### src/rtl/vector_dot_acc.sv
// rtl/vector_dot_acc.sv - register-mapped signed fixed-point dot-product accelerator
module vector_dot_acc #(
    parameter int DATA_W   = 16,
    parameter int ACC_W    = 40,
    parameter int LEN_W    = 16,
    parameter bit SATURATE = 1'b1
) (
    input  logic        clk,
    input  logic        reset,
    input  logic [1:0]  address,
    input  logic [31:0] writedata,
    input  logic        write,
    input  logic        read,
    output logic [31:0] readdata,
    output logic        irq
);

    localparam int PROD_W = 2 * DATA_W;

    logic signed [DATA_W-1:0] op_a;
    logic signed [DATA_W-1:0] op_b;
    logic [LEN_W-1:0]         length;
    logic [LEN_W-1:0]         count;
    logic [LEN_W-1:0]         count_next;
    logic                     irq_en;
    logic                     done;
    logic                     ovf;
    logic                     busy;

    // stage 1: registered full-width product
    logic                     s1_valid;
    logic signed [PROD_W-1:0] s1_prod;
    logic signed [PROD_W-1:0] prod;
    logic signed [PROD_W-1:0] a_ext;
    logic signed [PROD_W-1:0] b_ext;

    // stage 2: accumulate with one guard bit for overflow detection
    logic signed [ACC_W-1:0]  acc;
    logic signed [ACC_W:0]    prod_ext;
    logic signed [ACC_W:0]    sum;
    logic                     sum_ovf;
    logic signed [ACC_W-1:0]  acc_next;

    logic                     wr_a;
    logic                     wr_len;
    logic                     wr_ctl;
    logic                     issue;
    logic                     flush;
    logic [31:0]              rd_mux;

    assign op_b   = writedata[DATA_W-1:0];
    assign wr_a   = write && (address == 2'd0);
    assign wr_len = write && (address == 2'd2);
    assign wr_ctl = write && (address == 2'd3);
    // a finished vector refuses new pairs until cleared or re-armed
    assign issue  = write && (address == 2'd1) && !done;
    // any re-arm wipes the in-flight product as well as the result state
    assign flush  = wr_len || (wr_ctl && writedata[0]);
    // the accumulate stage is the acc register itself, so only stage 1 holds work
    assign busy   = s1_valid;

    assign a_ext  = {{DATA_W{op_a[DATA_W-1]}}, op_a};
    assign b_ext  = {{DATA_W{op_b[DATA_W-1]}}, op_b};
    assign prod   = a_ext * b_ext;

    // sign-extend product, add, detect overflow and pick saturate or wrap result
    always_comb begin
        prod_ext   = {{(ACC_W + 1 - PROD_W){s1_prod[PROD_W-1]}}, s1_prod};
        sum        = {acc[ACC_W-1], acc} + prod_ext;
        sum_ovf    = sum[ACC_W] != sum[ACC_W-1];
        acc_next   = sum[ACC_W-1:0];
        count_next = count + {{(LEN_W-1){1'b0}}, 1'b1};
        if (SATURATE && sum_ovf) begin
            if (sum[ACC_W]) begin
                acc_next = {1'b1, {(ACC_W-1){1'b0}}};
            end else begin
                acc_next = {1'b0, {(ACC_W-1){1'b1}}};
            end
        end
    end

    // read data mux; the upper accumulator word is sign-extended
    always_comb begin
        rd_mux = 32'd0;
        case (address)
            2'd0:    rd_mux = acc[31:0];
            2'd1:    rd_mux = 32'(acc >>> 32);
            2'd2:    rd_mux = 32'(count);
            default: rd_mux = {28'd0, irq_en, ovf, busy, done};
        endcase
    end

    // configuration registers, pipeline, accumulator and status
    always_ff @(posedge clk) begin
        if (reset) begin
            op_a     <= '0;
            length   <= '0;
            irq_en   <= 1'b0;
            s1_valid <= 1'b0;
            s1_prod  <= '0;
            acc      <= '0;
            count    <= '0;
            done     <= 1'b0;
            ovf      <= 1'b0;
            irq      <= 1'b0;
            readdata <= 32'd0;
        end else begin
            if (wr_a) begin
                op_a <= writedata[DATA_W-1:0];
            end
            if (wr_len) begin
                length <= writedata[LEN_W-1:0];
            end
            if (wr_ctl) begin
                irq_en <= writedata[1];
            end
            s1_valid <= issue && !flush;
            if (issue) begin
                s1_prod <= prod;
            end
            if (flush) begin
                acc   <= '0;
                count <= '0;
                done  <= 1'b0;
                ovf   <= 1'b0;
            end else if (s1_valid) begin
                acc   <= acc_next;
                count <= count_next;
                if (sum_ovf) begin
                    ovf <= 1'b1;
                end
                if ((length != '0) && (count_next == length)) begin
                    done <= 1'b1;
                end
            end
            irq <= done && irq_en;
            if (read) begin
                readdata <= rd_mux;
            end
        end
    end

endmodule

### config.mk
export PLATFORM = sky130hd
export DESIGN_NAME = vector_dot_acc
export DESIGN_NICKNAME = d
export VERILOG_FILES = /design/src/rtl/vector_dot_acc.sv
export SDC_FILE = /design/constraint.sdc
export NUM_CORES = 1
export LEC_CHECK = 0
export CORE_MARGIN = 1
export CORE_UTILIZATION = 25
export CTS_BUF_LIST = sky130_fd_sc_hd__clkbuf_2
export DETAILED_ROUTE_END_ITERATION = 10
export PLACE_DENSITY_LB_ADDON = 0.12
export SKIP_CTS_REPAIR_TIMING = 1
export SYNTH_ARGS = -nofsm -noshare
export SYNTH_HDL_FRONTEND = slang
export SYNTH_SLANG_ARGS = --single-unit
### constraint.sdc
create_clock -name clk -period 14.1 [get_ports clk]
set_input_delay 4.23 -clock clk [delete_from_list [all_inputs] [get_ports clk]]
set_output_delay 4.23 -clock clk [all_outputs]
set_load 0.03 [all_outputs]
* After elaboration in Yosys (flattened, before gate mapping) *
Cells that the tools add are included.

storage, ports and cells
  register bits = 157
  input port bits = 38
  output and inout bits = 33
  word-level logic and storage cells = 39

cells by class
  $add $sub $neg = 2
  multiply operators = 1
  equality and inequality tests = 5
  multiplexer cells = 3
  reduce and logical (&&, ||, !) cells = 17

operator list
  cell                                           count
  case mux 32 bit (3 select lines)               1
  2-to-1 mux 40 bit                              2
  adder 40 x 32 -> 41 bit                        1
  multiplier 16 x 16 -> 32 bit                   1
  adder 16 x 1 -> 16 bit, second input constant  1
  == test 16 bit                                 1
  nonzero test 16 bit                            1
  logical AND 1 bit                              9
  == test 2 bit, second input constant           2
  AND reduction 2 bit                            2
  == test 2 x 1 -> 1 bit, second input constant  1
  logical NOT 1 bit                              2
  logical NOT 2 bit                              1
  OR reduction 2 bit                             1
  logical OR 1 bit                               1
  != test 1 bit                                  1

* Depth between registers and ports, before layout *
Gate-level depths: netlist of the first run.

  depth in word-level cells = 6
  gate-level depth with buffers = 26
  gate-level depth less buffers = 24

* Worst setup path after synthesis of the first run *
Ideal clock, no wire load.

  path type = input to register
  start = in writedata[1]
  end = reg s1_prod[30]
  library setup time = 0.117 ns
  data arrival time = 10.067 ns
  required time = 13.983 ns
  path slack = 3.917 ns
  cell stages on the path = 23
  buffers on the path = 2
  cells stage by stage = clkbuf_1 clkbuf_1 nand2_1 fa_1 fa_1 inv_1 fa_1 inv_1 fa_1 fa_1 fa_1 inv_1 ha_1 a21o_1 a21oi_1 o211ai_1 o21ba_2 o21ai_0 a2111oi_0 nor3_1 a31oi_1 xnor2_1 a22o_1

between the ends
  word-level cells in the longest chain between the ends = 1

RTL lines
  element                       RTL line  source
  start, declared               11        input logic [31:0] writedata,
  multiplier 16 x 16 -> 32 bit  64        assign prod = a_ext * b_ext;
  end signal, assigned          119       s1_prod <= prod;
  end, declared                 32        logic signed [PROD_W-1:0] s1_prod;

No other way between the ends.
A chain may end at the register's enable or synchronous reset.

* Worst setup path after layout of the first run *
  start = in writedata[5]
  end = reg s1_prod[29]

Same word-level chain as after synthesis.

==> flow_metrics.env, run 1 <==
export IMPL_avgRoutedWirePerCell_um=18.0
export IMPL_combPwrFrac=0.472
export IMPL_core_um2=74300
export IMPL_synth_compound_area_frac=0.127
export IMPL_hold_path_class="reg2reg"
export IMPL_ir_drop_v=0.0000458
export IMPL_syn2layout_area_growth_pct=9.39
export IMPL_vias_per_cell=4.59
export IMPL_worstPathRequired_ns=14.86
export IMPL_crit_path_max_fanout=18
export IMPL_synth_adder_area_share=0.372
export IMPL_finalCritPeriodShare=0.761
export IMPL_cts_buffers=17
export IMPL_hold_viol=0
export IMPL_die_area_um2=76100
export IMPL_grt_overflow=0
export IMPL_p_per_area_nw_per_um2=67.8
export IMPL_dp_slack_ns=2.46
export IMPL_grtUsageMet3=0.0179
export IMPL_top_usage_layer="met2"
export IMPL_internal_power_w=0.000804
export IMPL_dp_hpwl_mm=44.7
export IMPL_root_buffer="clkbuf_2"
export IMPL_holdPathEnd="s1_prod[6]$_SDFFE_PP0P_"
export IMPL_register_area_um2=3140
export IMPL_nNetsFinal=2646
export IMPL_synth_top_area_frac=0.281
export IMPL_antenna_found_initial=2
export IMPL_drc=0
export IMPL_fillers=8174
export IMPL_multi_input_area_um2=13900
export IMPL_p_seq_frac=0.349
export IMPL_grt_pass1_wl_mm=90.0
export IMPL_rr_worst_depth=22
export IMPL_slew_headroom=0.237
export IMPL_gr_usage_met1=0.214
export IMPL_syn_area_per_cell_um2=8.39
export IMPL_fin_crit_ns=10.73
export IMPL_setup_violations_final=0
export IMPL_end_kind="flop"
export IMPL_drv_cap=0
export IMPL_cts_clk_slew_worst_paths_ns=0.21
export IMPL_cts_sinks=157
export IMPL_die_x_um=276
export IMPL_h_tree_depth=4
export IMPL_ys_flop_type="dfxtp_1"
export IMPL_cp_arrival_ns=11.49
export IMPL_worstMarginPinSlew_ns=1.14
export IMPL_clk_latency_ns=0.84
export IMPL_clock_fmax_ghz=0.0932
export IMPL_startpoint_type="input port"
export IMPL_maxSlewViolCount=0
export IMPL_place_area_um2=20300
export IMPL_muxShareOfSynthArea=0.0156
export IMPL_timing_setup_tns_ns=0
export IMPL_ff2ff_setup_slack_ns=7.13
export IMPL_synth_xor_area_frac=0.0513
export IMPL_post_synth_top_count_cell="inv_1"
export IMPL_gp_congestion=0.834
export IMPL_reg2reg_to="s1_prod[29]$_SDFFE_PP0P_"
export IMPL_drt_iter0_markers=692
export IMPL_yosys_area_top_type="fa_1"
export IMPL_path_class="in2reg"
export IMPL_num_rows=100
export IMPL_synth_edf_count=0
export IMPL_synthArstFlopShare=0
export IMPL_rsz0062_at_grt="no"
export IMPL_ys_top_cells_by_count="320 x inv_1, 305 x nand2_1, 263 x fa_1"
export IMPL_netlist_instances=2235
export IMPL_ys_warn_count=0
export IMPL_status="completed"
export IMPL_worstHoldStart="s1_prod[6]$_SDFFE_PP0P_"
export IMPL_drive_gt1_frac=0.0416
export IMPL_ys_seq_area_frac=0.168
export IMPL_die_h_um=276
export IMPL_yosys_top_cells_area="fa_1 28%, dfxtp_1 17%, ha_1 8.2%, inv_1 6.4%, nand2_1 6.1%"
export IMPL_portBuffers=54
export IMPL_grt_pass1_vias=15300
export IMPL_fin_area_um2=20500
export IMPL_drt_pre_antenna_iters=5
export IMPL_clkPwrFrac=0.179
export IMPL_synth_seq_cells=157
export IMPL_initial_utilization=0.252
export IMPL_grt_util_met2=0.268
export IMPL_finalPower_w=0.00139
export IMPL_cts_tree="built"
export IMPL_p_leak_nw=9.10
export IMPL_p_switching_w=0.000586
export IMPL_switching_share=0.422
export IMPL_synth_top_family_by_area="adder cells"
export IMPL_vias=14700
export IMPL_antenna_left=0
export IMPL_grt_use_total=0.156
export IMPL_grt_max_degree=74
export IMPL_whs_path_depth=2
export IMPL_yosysUniqueCellTypes=72
export IMPL_setup_ws_ns=3.37
export IMPL_ios=71
export IMPL_synthesis_nets=2659
export IMPL_clk_path_buf_depth=2
export IMPL_routed_wl_mm=57.7
export IMPL_syn_area_um2=18700
export IMPL_rr_startpoint="op_a[15]$_SDFFE_PP0P_"
export IMPL_finClkSkew_ns=0.0504
export IMPL_yosys_area_share_simple=0.177
==> sequential cells by signal (all words and copies together) (netlist names) <==
name	cells
acc	40
busy	1
count	16
done	1
irq	1
irq_en	1
length	16
op_a	16
ovf	1
readdata	32
s1_prod	32
==> cell type report <==
cell class / instances / share of cell area
tap: 969 / 0.0591
inverter: 320 / 0.0586
multi-input combinational: 1637 / 0.680
antenna: 1 / 0.000122
clock buffer: 20 / 0.00488
sequential: 157 / 0.153
timing repair buffer: 89 / 0.0391
clock inverter: 11 / 0.00494
==> worst max-delay path by stage <==
| stage | from | endpoint | slack, ns | depth (start not counted) |
|---|---|---|---|---|
| finish | writedata[5] | s1_prod[29]$_SDFFE_PP0P_ | 3.37 | 23 |
| floorplan | writedata[1] | s1_prod[30]$_SDFFE_PP0P_ | 3.92 | 23 |
| CTS | writedata[5] | s1_prod[30]$_SDFFE_PP0P_ | 3.41 | 21 |
| global route | writedata[5] | s1_prod[30]$_SDFFE_PP0P_ | 3.04 | 21 |
| detailed placement | writedata[5] | s1_prod[30]$_SDFFE_PP0P_ | 2.46 | 21 |
| global placement | writedata[5] | s1_prod[29]$_SDFFE_PP0P_ | 2.50 | 23 |
==> layout by cell type (no fill, tap or decap), types with 8 or more instances in the layout <==
master,count
and3_1,9
nor3_1,41
a211oi_1,12
a21o_1,29
nor2b_1,8
maj3_1,8
o211ai_1,10
xnor2_1,65
clkdlybuf4s50_1,53
ha_1,123
nand3_1,31
a21oi_1,174
clkbuf_2,20
o21bai_1,14
nor4_1,11
inv_1,320
a31oi_1,25
nand2b_1,24
mux2i_1,19
nand4_1,9
nand2_1,305
fa_1,263
dfxtp_1,156
and2_1,125
buf_4,36
maj3_2,8
o21ai_0,67
xor2_1,43
nor2_1,128
o21a_1,9
==> critical path, cell delays in order <==
cell             delay (ns)
clkdlybuf4s50_1        1.21
and2_1                 0.29
inv_1                  0.07
fa_1                   0.53
inv_1                  0.07
fa_1                   0.86
fa_1                   0.56
fa_1                   0.52
fa_1                   0.50
inv_1                  0.05
fa_1                   0.47
inv_1                  0.04
ha_1                   0.34
a21o_1                 0.21
a21o_1                 0.18
a21o_1                 0.17
a211o_1                0.30
a21oi_1                0.13
o21ai_0                0.14
a21oi_1                0.22
xnor2_1                0.15
nand2_1                0.07
a21oi_1                0.14
==> routing by layer <==
layer | share of wire | up-vias
met4 | 0.0084 | 2
met5 | 0.00017 | -
met2 | 0.49 | 137
met1 | 0.49 | 7402
li1 | - | 7128
met3 | 0.018 | 27
==> kinds of logic (layout without fill, tap and decap cells) <==
kind of cell / after synthesis / after routing
AND/OR/NAND/NOR: 711 / 711
AO/OA/AOI/OAI: 391 / 391
XOR/XNOR: 109 / 109
other: 0 / 1
flip-flops: 157 / 157
adder cells (fa/ha/maj): 402 / 402
buffers and inverters: 441 / 440
multiplexers: 24 / 24
==> power groups by stage <==
stage               Clock (W)  Sequential (W)  Combinational, W
floorplan                   0        0.000490          0.000476
global placement            0        0.000495          0.000660
detailed placement          0        0.000495          0.000665
CTS                  0.000261        0.000487          0.000669
global route         0.000280        0.000489          0.000750
finish               0.000249        0.000486          0.000656
==> per-stage QoR <==
step | hold slack [ns] | cells | util
after floorplan | 0.427 | 2235 | -
after global placement | 0.461 | 3172 | 0.273
after detailed placement | 0.465 | 3172 | 0.273
after CTS | 0.492 | 3203 | 0.276
after global routing | 0.504 | 3204 | 0.276
final | 0.482 | 3204 | 0.276
Note: power is estimated with default switching activity, not from simulation.
==> run 2, diff against run 1 <==
Clock period 14.1 ns to 10.1 ns, I/O delays scaled along.
==> run 2 against run 1 <==
Against the previous run: clock power up 79%; largest cell class unchanged; wire length rose by 1.7%; critical path depth shrank 1; clock-buffer cell count down 1; largest power group unchanged; hold slack lost 0.0055 ns; critical path type unchanged; total power is 49% higher; core utilization increased by 0.43 points.
==> flow_metrics.env, run 2 (synthesis results as in run 1) <==
export IMPL_status="completed"
export IMPL_core_um2=74300
export IMPL_clk_path_buf_depth=2
export IMPL_crit_top_cell="fa_1"
export IMPL_fin_crit_ns=9.02
export IMPL_largest_reg_flops=40
export IMPL_clkPwrFrac=0.214
export IMPL_drt_iter0_markers=825
export IMPL_finalCritPeriodShare=0.893
export IMPL_p_seq_frac=0.327
export IMPL_internal_power_w=0.00122
export IMPL_grt_overflow=0
export IMPL_reg_largest_list="acc x40, readdata x32, s1_prod x32"
export IMPL_end_kind="flop"
export IMPL_clock_fmax_ghz=0.111
export IMPL_setup_violations_final=0
export IMPL_p_switching_w=0.000855
export IMPL_ios=71
export IMPL_cts_buffers=17
export IMPL_switching_share=0.411
export IMPL_maxSlewViolCount=0
export IMPL_root_buffer="clkbuf_2"
export IMPL_vias=14900
export IMPL_place_inst=3199
export IMPL_worstMarginPinSlew_ns=1.08
export IMPL_critPathLaunch="writedata[1]"
export IMPL_num_rows=100
export IMPL_grt_pass1_wl_mm=92.3
export IMPL_drive_gt1_frac=0.0553
export IMPL_vias_per_cell=4.59
export IMPL_timing_setup_tns_ns=0
export IMPL_die_h_um=276
export IMPL_cp_endpoint="s1_prod[30]$_SDFFE_PP0P_"
export IMPL_initial_utilization=0.252
export IMPL_grt_pass1_vias=15700
export IMPL_multi_input_area_um2=13900
export IMPL_antenna_found_initial=2
export IMPL_drt_pre_antenna_iters=5
export IMPL_final_hold_worst_slack_ns=0.477
export IMPL_ff2ff_setup_slack_ns=3.22
export IMPL_h_tree_depth=4
export IMPL_cts_sinks=157
export IMPL_path_cells="clkdlybuf4s50_1 -> buf_12 -> nand2_1 -> inv_1 -> fa_1 -> inv_1 -> fa_1 -> fa_1 -> fa_1 -> fa_1 -> fa_1 -> inv_1 -> ha_1 -> a21oi_1 -> o21bai_1 -> a21oi_1 -> o31ai_1 -> a2111oi_0 -> nor3_1 -> a31oi_1 -> xnor2_1 -> a22o_1"
export IMPL_mostFrequentLayoutCell="inv_1"
export IMPL_cts_clk_slew_worst_paths_ns=0.24
export IMPL_slew_headroom=0.278
export IMPL_worstPathRequired_ns=10.88
export IMPL_antenna_left=0
export IMPL_rr_worst_depth=20
export IMPL_reg2reg_to="s1_prod[30]$_SDFFE_PP0P_"
export IMPL_gp_congestion=0.839
export IMPL_startpoint_type="input port"
export IMPL_hold_path_class="reg2reg"
export IMPL_finClkSkew_ns=0.0542
export IMPL_p_leak_nw=9.28
export IMPL_p_per_area_nw_per_um2=99.8
export IMPL_dp_hpwl_mm=46.4
export IMPL_fillers=8138
export IMPL_drv_cap=0
export IMPL_die_area_um2=76100
export IMPL_regMostFlops="acc"
export IMPL_nNetsFinal=2673
export IMPL_combPwrFrac=0.459
export IMPL_whs_path_depth=2
export IMPL_routed_wl_mm=58.6
export IMPL_rsz0062_at_grt="no"
export IMPL_register_area_um2=3140
export IMPL_syn2layout_area_growth_pct=11.1
export IMPL_die_x_um=276
export IMPL_grt_use_total=0.159
export IMPL_finalPower_w=0.00208
export IMPL_crit_slowest_cell="fa_1"
export IMPL_avgRoutedWirePerCell_um=18.1
export IMPL_hold_viol=0
export IMPL_critPathMaxStageDelay_ns=0.72
export IMPL_path_class="in2reg"
export IMPL_clk_latency_ns=0.83
export IMPL_cts_tree="built"
export IMPL_stdcell_count=3232
export IMPL_grt_max_degree=89
export IMPL_drc=0
export IMPL_rr_startpoint="op_a[15]$_SDFFE_PP0P_"
export IMPL_cp_arrival_ns=9.79
export IMPL_portBuffers=54
export IMPL_layout_common_cells="320 x inv_1, 305 x nand2_1, 263 x fa_1"
export IMPL_ir_drop_v=0.0000561
export IMPL_crit_path_max_fanout=19
-- run 2: metal layers --
layer / GRT usage / up-vias / routed length (um)
met5: 0 / - / 0
met3: 0.0163 / 45 / 1410
met2: 0.278 / 211 / 28700
met1: 0.212 / 7423 / 27600
li1: - / 7171 / -
met4: 0.0330 / 0 / 922
-- run 2: through the flow --
stage,util,setup WS [ns],cell area (um2)
2_1_floorplan,-,1.12,18700
3_3_place_gp,0.276,0.114,20500
3_5_place_dp,0.276,0.134,20500
4_1_cts,0.280,1.08,20800
5_1_grt,0.280,0.868,20800
6_report,0.280,1.08,20800
-- run 2: cell type report --
cell class | count | share of cell area
diodes | 1 | 0.000120
clock buffers | 19 | 0.00457
clock inverters | 13 | 0.0102
inverters | 320 | 0.0577
multi-input cells | 1637 | 0.669
flip-flops and latches | 157 | 0.151
well taps | 969 | 0.0582
repair buffers | 116 | 0.0488
-- run 2: worst max-delay path: cells and delay by family --
family / cells / cell delay [ns]
adders and majority gates: 7 / 3.63
AOI/OAI and AO/OA: 7 / 1.26
buffers and inverters: 5 / 0.90
and+or+nand+nor: 2 / 0.59
xor gates and xnor gates: 1 / 0.35
-- run 2: worst min path at each step --
stage | start | endpoint
2_1_floorplan | irq_en$_SDFFE_PP0P_ | irq$_SDFF_PP0_
3_3_place_gp | s1_prod[21]$_SDFFE_PP0P_ | s1_prod[21]$_SDFFE_PP0P_
3_5_place_dp | s1_prod[21]$_SDFFE_PP0P_ | s1_prod[21]$_SDFFE_PP0P_
4_1_cts | s1_prod[21]$_SDFFE_PP0P_ | s1_prod[21]$_SDFFE_PP0P_
5_1_grt | irq_en$_SDFFE_PP0P_ | irq$_SDFF_PP0_
6_report | s1_prod[9]$_SDFFE_PP0P_ | s1_prod[9]$_SDFFE_PP0P_
-- run 2: power by group through the flow --
| stage | Clock, W | Combinational (W) | Sequential, W |
|---|---|---|---|
| floorplan | 0 | 0.000665 | 0.000684 |
| detailed placement | 0 | 0.000965 | 0.000692 |
| CTS | 0.000465 | 0.000971 | 0.000680 |
| global placement | 0 | 0.000964 | 0.000692 |
| finish | 0.000445 | 0.000953 | 0.000680 |
| global route | 0.000488 | 0.00109 | 0.000684 |
